===== config.mk =====
export PLATFORM = sky130hd
export DESIGN_NAME = lfsr_stream_cipher
export DESIGN_NICKNAME = d
export VERILOG_FILES = /design/src/rtl/lfsr_stream_cipher.sv
export SDC_FILE = /design/constraint.sdc
export NUM_CORES = 1
export LEC_CHECK = 0
export ABC_CLOCK_PERIOD_IN_PS = 2900
export BUFFER_PORTS_ARGS = -buffer_cell sky130_fd_sc_hd__buf_2
export CORE_ASPECT_RATIO = 0.9
export CORE_MARGIN = 5
export CORE_UTILIZATION = 55
export DETAILED_ROUTE_END_ITERATION = 6
export GPL_TIMING_DRIVEN = 1
export PLACE_DENSITY = 0.77
export REMOVE_ABC_BUFFERS = 1
export SLEW_MARGIN = 20
export SYNTH_ARGS = -nofsm -noshare
export SYNTH_HDL_FRONTEND = slang
export SYNTH_SLANG_ARGS = --single-unit
export TNS_END_PERCENT = 20

===== constraint.sdc =====
create_clock -name i_clk -period 2.9 [get_ports i_clk]
set_clock_uncertainty 0.2 [all_clocks]
set_input_delay 0.145 -clock i_clk [delete_from_list [all_inputs] [get_ports i_clk]]
set_output_delay 0.145 -clock i_clk [all_outputs]
set_load 0.05 [all_outputs]

===== src/rtl/lfsr_stream_cipher.sv =====
// rtl/lfsr_stream_cipher.sv - LFSR stream cipher: seeded encrypt, preamble-driven tap/state discovery for decrypt
module lfsr_stream_cipher #(
    parameter int                    W        = 8,
    parameter int                    NUM_PTRN = 8,
    parameter logic [NUM_PTRN*W-1:0] TAPS     = {8'hf3, 8'hfa, 8'hb2, 8'hb4, 8'hb8, 8'hc6, 8'hd4, 8'he1},
    parameter logic [W-1:0]          PAD      = 8'h20,
    parameter int                    DISC_LEN = 9
) (
    input  logic                        i_clk,
    input  logic                        i_reset,
    input  logic                        i_start,
    input  logic                        i_mode,
    input  logic [W-1:0]                i_seed,
    input  logic [$clog2(NUM_PTRN)-1:0] i_tap_sel,
    input  logic                        i_in_valid,
    output logic                        o_in_ready,
    input  logic [W-1:0]                i_in_data,
    input  logic                        i_in_last,
    output logic                        o_out_valid,
    input  logic                        i_out_ready,
    output logic [W-1:0]                o_out_data,
    output logic                        o_out_last,
    output logic                        o_locked,
    output logic [$clog2(NUM_PTRN)-1:0] o_lock_idx,
    output logic                        o_err,
    output logic                        o_done
);
    localparam int IW = $clog2(NUM_PTRN);
    localparam int KW = $clog2(DISC_LEN + 1);

    typedef enum logic [1:0] {S_IDLE, S_ENC, S_DISC, S_DEC} state_t;

    state_t              r_state, w_state_nxt;
    logic [W-1:0]        r_s, r_tap;
    logic [W-1:0]        r_c [NUM_PTRN];
    logic [NUM_PTRN-1:0] r_alive, w_alive_nxt;
    logic [KW-1:0]       r_k;
    logic                r_fin, r_out_valid, r_out_last, r_done, r_locked, r_err;
    logic [W-1:0]        r_out_data, w_out_byte;
    logic [IW-1:0]       r_lock_idx, w_j;
    logic                w_hs_in, w_hs_out, w_lock_now, w_err_now, w_start;

    function automatic logic [W-1:0] f_step(input logic [W-1:0] s, input logic [W-1:0] t);
        return {s[W-2:0], ^(s & t)};
    endfunction

    // r_fin blocks further input once the final byte has been taken
    assign w_start    = (r_state == S_IDLE) && i_start;
    assign o_in_ready = (r_state != S_IDLE) && !r_fin && (!r_out_valid || i_out_ready);
    assign w_hs_in    = o_in_ready && i_in_valid;
    assign w_hs_out   = r_out_valid && i_out_ready;

    always_ff @(posedge i_clk or negedge i_reset) begin
        if (!i_reset) r_state <= S_IDLE;
        else          r_state <= w_state_nxt;
    end

    always_comb begin
        w_state_nxt = r_state;
        w_alive_nxt = r_alive;
        w_j         = '0;
        w_lock_now  = 1'b0;
        w_err_now   = 1'b0;
        w_out_byte  = '0;
        case (r_state)
            S_IDLE: if (i_start) w_state_nxt = i_mode ? S_DISC : S_ENC;
            S_ENC:  w_out_byte = i_in_data ^ r_s;
            S_DISC: begin
                if (r_k == '0) begin
                    w_out_byte = PAD;
                end else begin
                    for (int i = 0; i < NUM_PTRN; i++)
                        w_alive_nxt[i] = r_alive[i] && ((i_in_data ^ r_c[i]) == PAD);
                    for (int i = NUM_PTRN - 1; i >= 0; i--)
                        if (w_alive_nxt[i]) w_j = IW'(i);
                    w_err_now  = ~|w_alive_nxt;
                    w_out_byte = i_in_data ^ r_c[w_j];
                end
                w_lock_now = w_err_now || (r_k == KW'(DISC_LEN - 1)) || i_in_last;
                if (w_hs_in && w_lock_now) w_state_nxt = S_DEC;
            end
            S_DEC:  w_out_byte = i_in_data ^ r_c[r_lock_idx];
            default: w_state_nxt = S_IDLE;
        endcase
        if (w_hs_out && r_out_last) w_state_nxt = S_IDLE;
    end

    always_ff @(posedge i_clk or negedge i_reset) begin
        if (!i_reset) begin
            r_s         <= '0;
            r_tap       <= '0;
            r_alive     <= '0;
            r_k         <= '0;
            r_fin       <= 1'b0;
            r_out_valid <= 1'b0;
            r_out_last  <= 1'b0;
            r_out_data  <= '0;
            r_done      <= 1'b0;
            r_locked    <= 1'b0;
            r_lock_idx  <= '0;
            r_err       <= 1'b0;
            for (int i = 0; i < NUM_PTRN; i++) r_c[i] <= '0;
        end else begin
            r_done <= w_hs_out && r_out_last;
            if (w_hs_out) begin
                r_out_valid <= 1'b0;
                r_out_last  <= 1'b0;
            end
            if (w_start) begin
                r_err      <= 1'b0;
                r_locked   <= 1'b0;
                r_lock_idx <= '0;
                r_fin      <= 1'b0;
                r_k        <= '0;
                r_alive    <= '1;
                r_s        <= i_seed;
                r_tap      <= TAPS[i_tap_sel*W +: W];
            end
            if (w_hs_in) begin
                r_out_valid <= 1'b1;
                r_out_data  <= w_out_byte;
                r_out_last  <= i_in_last;
                r_fin       <= i_in_last;
                case (r_state)
                    S_ENC: r_s <= f_step(r_s, r_tap);
                    S_DISC: begin
                        r_alive <= w_alive_nxt;
                        if (r_k != KW'(DISC_LEN - 1)) r_k <= r_k + KW'(1);
                        // byte 0 seeds every candidate from the known plaintext
                        for (int i = 0; i < NUM_PTRN; i++)
                            r_c[i] <= f_step((r_k == '0) ? (i_in_data ^ PAD) : r_c[i], TAPS[i*W +: W]);
                        if (w_lock_now) begin
                            r_locked   <= 1'b1;
                            r_lock_idx <= w_j;
                            r_err      <= w_err_now;
                        end
                    end
                    S_DEC:
                        for (int i = 0; i < NUM_PTRN; i++)
                            r_c[i] <= f_step(r_c[i], TAPS[i*W +: W]);
                    default: ;
                endcase
            end
        end
    end

    assign o_out_valid = r_out_valid;
    assign o_out_data  = r_out_data;
    assign o_out_last  = r_out_last;
    assign o_locked    = r_locked;
    assign o_lock_idx  = r_lock_idx;
    assign o_err       = r_err;
    assign o_done      = r_done;
endmodule


==> results by group, run 1 <==
Yosys
  – Most numerous cell in the Yosys netlist: nand2_1
  – Cell taking the most area after synthesis: dfrtp_1
  – Post-synthesis cell type count: 53
  – Leading register cell type out of synthesis: dfrtp_1
  – Mean Syn Cell Area: ~9 µm²
  – Post-synth top cells: 124 x nand2_1, 111 x dfrtp_1, 90 x a21oi_1
  – Top post-synthesis cells by area: dfrtp_1 36%, xnor2_1 9.7%, mux2i_1 6.5%
  – Top cell type's share of synthesized area: 35.87%
  – Register bit total from synthesis: 111
  – Synth Instances: 860
  – Ys async rst share: 100.0%
  – Sequential share of the synthesized area: a little over a third
  – EDFF count, synth: 0
  – Synthesized area: 7744 µm²
  – Warnings from Yosys: 0

Finish
  – Fraction of layout cells with a size suffix above 1: 24.37%
  – Final core occ: about two thirds
  – Area Overhead vs Synth: 21.09%
  – ANT cells: 0
  – Fill count: 1,117
  – Final Net Count: slightly above 1k

Worst setup path
  – Slowest CP cell: xnor2_1
  – Worst Setup End Kind: register
  – Slowest stage delay, CP: 0.43 ns
  – Crit path max fanout: 20
  – Critical-path cell list: xnor2_1 > nand4_1 > nor3_4 > nor4_4 > o31ai_4 > buf_12 > mux2i_1 > a21oi_1 > a22oi_2 > xor2_1 > o21ai_1
  – Crit path DAT: 2.89 ns
  – CP Data Required Time: ~2.9 ns
  – Worst path top cell family by delay: XOR/XNOR gates
  – Bufs and invs on worst path: 1
  – Critical Path Start Type: register
  – Crit path kind: reg -> reg

Power
  – Static leakage: 4.268 nW
  – Internal Power: 5.702 mW
  – Peak supply drop: 0.0005054 V
  – Comb pwr share: 61.9%
  – Pwr Density: 1160 nW/µm²
  – Switching power: approximately 5.2 mW
  – Sw frac: 47.59%
  – Reg power frac: 26.2%
  – Clock share of power: 11.9%

Place
  – Post-detail-place hpwl: 18.23 mm
  – Placer Congestion: roughly 1.0
  – Buffers on Ports: 42

CTS
  – CTS Buf Count: 9
  – Worst skew pair latency: ~0.36 ns
  – TritonCTS clock tree: done
  – # H-tree levels: 3
  – CTS clk-pin slew, worst paths: 0.07 ns
  – Max Root-Sink Buffers: 2
  – Sinks on Clock Net: 111
  – Root buffer cell: clkbuf_16

GRT
  – First-pass GRT wire length: 39.50 mm
  – Largest net degree at the start of global routing: 72
  – Top Usage Layer GRT: met2
  – Initial antenna violation count: 0
  – Met3 Resource Use GR: 7.459%
  – Vias in the first global route: 7,002
  – Grt ovf: 0
  – Met2 Resource Use GR: a little under half
  – Met1 Usage GRT: 43.63%
  – GRT Util Overall: 31.38%

Routing
  – Routed Antenna Nets: 0
  – Routed vias/inst: 6.005
  – Iteration-0 DRC Markers: 752
  – Drt drc: 0
  – Vias: 7,146
  – First-pass detailed-route iteration total: 5
  – Routed len/inst: 21.10 µm
  – Routed wire length: 25.11 mm

Die
  – Die footprint: 16,560 µm²
  – IO Count: 43
  – Initial core utilization: between 50 and 60%
  – Core area: around 14,000 µm²
  – Std cell rows: between 40 and 50
  – Die Width: about 140 µm
  – Die height: 122.6 µm

STA
  – Slew margin rel.: 51.93%
  – Hold Violations, Final: 0
  – FMAX: 348.8 MHz
  – Final period util: a little over nine tenths
  – Setup TNS: 0 ns
  – RSZ-0062 raised after global routing: yes
  – Setup violations, final: 0
  – Worst Tran Pin Value: 0.7203 ns
  – Min Tclk post-route: 2.867 ns
  – Max-slew violations: 0

Run status
  – Status: completed

Hold path
  – Worst Hold Class: in -> async

Job
  – Number of max-cap violations: 0
==> final cells by class <==
class | instances | area, µm² | area share, %
Timing Repair Buffer | 190 | 1424 | 15.19
Multi-Input combinational cell | 665 | 4577 | 48.81
Clock buffer | 11 | 242.7 | 2.589
Inverter | 15 | 56.30 | 0.6005
Tap cell | 193 | 241.5 | 2.575
Clock inverter | 5 | 57.56 | 0.6138
Sequential cell | 111 | 2778 | 29.62
==> power by group through the flow <==
stage | combinational [mW] | clock [mW] | sequential (mW)
after detailed placement | 6.49 | 0 | 2.84
final | 6.74 | 1.29 | 2.85
after global placement | 6.37 | 0 | 2.81
after floorplan | 3.56 | 0 | 3.26
after CTS | 6.55 | 1.31 | 2.82
after global routing | 7.29 | 1.37 | 2.92
==> cell usage in the layout, fill, tap and decap left out, types with 8 or more instances in the layout <==
cell             n
mux4_2          15
clkbuf_16        9
xnor2_1         81
inv_1           15
nor3_1           8
a31oi_1          8
buf_4          126
mux2i_1         49
buf_2           41
dlygate4sd3_1   17
xor2_1          43
o21ai_0         77
nor2_1          51
nand3_1         19
a21oi_1         89
dfrtp_1        111
nand4_1         13
nand2_1        122
==> through the flow <==
step	cell area, µm²	power [mW]	setup slack [ns]	instances	hold WS (ns)
2_1_floorplan	7303	6.812	-2.054	791	-0.3506
3_3_place_gp	8772	9.183	-0.06947	1152	-0.07066
3_5_place_dp	8772	9.329	-0.1049	1152	-0.07746
4_1_cts	9258	10.68	0.003997	1187	0.03919
5_1_grt	9376	11.58	-0.1067	1190	0.08460
6_report	9376	10.88	0.03268	1190	0.07032
==> final timing paths <==
kind | start | to | slack (ns) | cells past startpoint
min reg2reg | r_fin | r_fin | 0.29 | 2
max reg2reg | r_c[51] | o_out_data[1] | 0.03 | 11
min | i_reset | r_k[3] | 0.07 | 2
max in group asynchronous | i_reset | r_c[43] | 1.65 | 3
max | r_c[51] | o_out_data[1] | 0.03 | 11
min in group i_clk | i_in_valid | o_out_valid | 0.07 | 4
==> logic make-up after synthesis <==
logic type / share of synthesized area (%)
mux: 11.16
xor+xnor: 14.91
buf+inv: 6.415
compound gates: 16.16
fa+ha+maj: 0.9694
flops: 35.87
simple gates: 14.51
==> flip-flops by register name, summed over array words and instances, names as in the netlist <==
signal       flops
r_c             64
o_out_data       8
r_alive          8
r_s              8
r_tap            8
r_k              4
o_lock_idx       3
r_state          2
o_done           1
o_err            1
o_locked         1
o_out_last       1
o_out_valid      1
r_fin            1
==> routing by layer <==
layer  wire length [µm]  vias up
li1                   -     3234
met1              10370     3441
met2              11270      402
met3               2521       69
met4                953        0
met5                  0        -
==> timing repair <==
action | in CTS | in global routing
hold endpoints to repair | 99 | 0
hold buffers | 17 | 0
resized for setup | 0 | 17
pin swaps | 1 | 4
setup endpoints to repair | 7 | 12
setup buffers | 2 | 3
Note: power is estimated with default switching activity, not from simulation.
==> run 2: changes to the inputs <==
--- a/config.mk
+++ b/config.mk
@@ -5,6 +5,7 @@
 export SDC_FILE = /design/constraint.sdc
 export NUM_CORES = 1
 export LEC_CHECK = 0
+export ABC_AREA = 1
 export ABC_CLOCK_PERIOD_IN_PS = 2900
 export BUFFER_PORTS_ARGS = -buffer_cell sky130_fd_sc_hd__buf_2
 export CORE_ASPECT_RATIO = 0.9
==> results by group, run 2 <==
GRT
  – Largest net degree at the start of global routing: 77
  – Grt ovf: 0
  – First-pass GRT wire length: 49.85 mm
  – Initial antenna violation count: 0
  – GRT Util Overall: roughly 35%
  – Vias in the first global route: approximately 9k

Power
  – Switching power: 6.087 mW
  – Internal Power: 5.475 mW
  – Peak supply drop: 0.0006360 V
  – Clock share of power: 11.1%
  – Pwr Density: 1176 nW/µm²
  – Reg power frac: 26.2%
  – Static leakage: between 4 and 5 nW
  – Comb pwr share: 62.8%
  – Total Power: around 12 mW
  – Sw frac: 52.65%

Routing
  – First-pass detailed-route iteration total: 6
  – Routed vias/inst: 6.062
  – Routed Antenna Nets: 0
  – Drt drc: 0
  – Iteration-0 DRC Markers: 1,372
  – Routed len/inst: 20.31 µm
  – Vias: about 9.4k
  – Routed wire length: approximately 32 mm

STA
  – Min Tclk post-route: roughly 2.8 ns
  – Worst Setup Slack, final: 0.1352 ns
  – Worst Tran Pin Value: 0.7067 ns
  – Slew margin rel.: a little over half
  – FMAX: about 360 MHz
  – Setup TNS: 0 ns
  – Final period util: 95.34%
  – Hold Violations, Final: 0
  – Setup violations, final: 0
  – Max-slew violations: 0

Place
  – Post-placement cell count: 1,525
  – Pre-CTS WS: 0.1435 ns
  – Buffers on Ports: 42
  – Post-detail-place hpwl: between 20 and 25 mm
  – Placer Congestion: slightly above 1

Yosys
  – Synth Instances: 1,266
  – Post-synthesis cell type count: 49
  – Register bit total from synthesis: between 100 and 150
  – Top post-synthesis cells by area: dfrtp_1 33%, nand2_1 14%, o21ai_0 14%
  – Mean Syn Cell Area: between 6 and 7 µm²
  – Post-synth top cells: 326 x nand2_1, 231 x o21ai_0, 120 x inv_1
  – Warnings from Yosys: 0
  – Ys async rst share: 100.0%
  – Cell taking the most area after synthesis: dfrtp_1
  – EDFF count, synth: 0
  – Leading register cell type out of synthesis: dfrtp_1
  – Synthesized area: 8492 µm²
  – Sequential share of the synthesized area: between 30% and 40%
  – Top cell type's share of synthesized area: 32.71%
  – Most numerous cell in the Yosys netlist: nand2_1

Hold path
  – Worst Hold Class: in -> reg

Die
  – Die Width: 141.0 µm
  – IO Count: between 40 and 50
  – Std cell rows: 43
  – Die footprint: 18,030 µm²
  – Initial core utilization: 55.58%
  – Die height: 127.9 µm
  – Core area: 15,280 µm²

Finish
  – Final core occ: 64.36%
  – Fill count: between 1k and 1.5k
  – Most common cell after layout, fill and taps aside: nand2_1
  – Commonest non-fill, non-tap cells in the layout: 325 x nand2_1, 231 x o21ai_0, 120 x inv_1
  – Area Overhead vs Synth: 15.81%
  – Fin cells: about 1.6k
  – ANT cells: 0
  – Max reg flops: 64
  – Largest Register: r_c
  – Final Net Count: approximately 1.4k
  – Fraction of layout cells with a size suffix above 1: 13.64%

CTS
  – Root buffer cell: clkbuf_16
  – TritonCTS clock tree: done
  – Sinks on Clock Net: 111
  – Max Root-Sink Buffers: 2
  – CTS clk-pin slew, worst paths: 0.08 ns
  – Worst skew pair latency: between 0.3 and 0.4 ns
  – # H-tree levels: 3
  – CTS Buf Count: 9

Worst setup path
  – Critical-path cell list: inv_1 > ha_1 > nand2_1 > nor2_2 > buf_12 > inv_1 > nor2_4 > buf_12 > nand2_1 > o21ai_0 > nand2_1 > o21ai_0
  – Crit path kind: reg -> reg
  – Slowest CP cell: dfrtp_1
  – FF-to-FF setup slack: approximately 0.14 ns
  – Worst Setup End Kind: register
  – Crit path DAT: 2.86 ns
  – CP Data Required Time: 3.00 ns
  – Slowest stage delay, CP: 0.41 ns
  – CP most frequent cell: nand2_1
  – Critical Path Start Type: register
  – Crit path max fanout: 47

Job
  – Number of max-cap violations: 0

Run status
  – Status: completed
run 2: metal layers:
layer,vias up,share of wire (%),track usage (%)
met5,-,0,0
met4,0,4.4,13.68
met3,121,12,8.542
met2,647,41,51.58
met1,4325,42,51.03
li1,4352,-,-
run 2: what timing repair did:
action                                  4_1_cts  5_1_grt
endpoints found under the hold margin        66        0
buffers inserted                              0        2
resized for setup                             0        6
hold buffers                                 15        0
endpoints found under the setup margin        0        8
run 2: cell type report:
type	instances	area (µm²)	share of cell area [%]
Clock inverter	7	66.31	0.6743
Multi-Input combinational cell	958	4912	49.95
Timing Repair Buffer	138	1096	11.15
Inverter	133	501.7	5.102
Sequential cell	111	2780	28.27
Tap cell	202	252.7	2.570
Clock buffer	9	225.2	2.290
run 2: path summary, 6_finish.rpt:
check	startpoint	end	cells past startpoint
worst max-delay path	r_k[0]	r_c[33]	12
worst min-delay path	i_in_data[7]	o_out_data[7]	4
worst max register to register	r_k[0]	r_c[33]	12
worst min register to register	r_tap[7]	r_tap[7]	1
max in group asynchronous	i_reset	r_c[11]	3
min in group asynchronous	i_reset	r_fin	2
run 2: cells by family (layout without fill, tap and decap cells):
| family | after synthesis | after routing | synth area share (%) |
|---|---|---|---|
| flops | 111 | 111 | 32.71 |
| simple gates | 534 | 534 | 26.87 |
| compound gates | 349 | 349 | 22.47 |
| xor+xnor | 69 | 69 | 7.205 |
| buf+inv | 197 | 287 | 9.857 |
| fa+ha+maj | 6 | 6 | 0.8840 |
run 2: power groups by stage:
stage | Clock, mW | Combinational [mW] | Sequential [mW]
2_1_floorplan | 0 | 4.23 | 3.08
3_3_place_gp | 0 | 6.91 | 2.99
3_5_place_dp | 0 | 6.98 | 2.99
4_1_cts | 1.28 | 7.03 | 2.98
5_1_grt | 1.34 | 7.90 | 3.08
6_report | 1.28 | 7.26 | 3.02
run 2: worst max-delay path: cells and delay by family (launching register included):
| kind | cells | cell delay [ns] |
|---|---|---|
| buffers and inverters | 4 | 0.74 |
| adders and majority gates | 1 | 0.15 |
| and+or+nand+nor | 5 | 0.87 |
| DFF | 1 | 0.41 |
| AOI/OAI and AO/OA | 2 | 0.30 |
run 2: through the flow:
step | hold WS (ns) | area [µm²]
6_report | 0.03687 | 9834
2_1_floorplan | -0.3506 | 8157
3_5_place_dp | 0.04432 | 9359
4_1_cts | 0.02507 | 9801
5_1_grt | 0.06185 | 9834
3_3_place_gp | 0.03606 | 9359
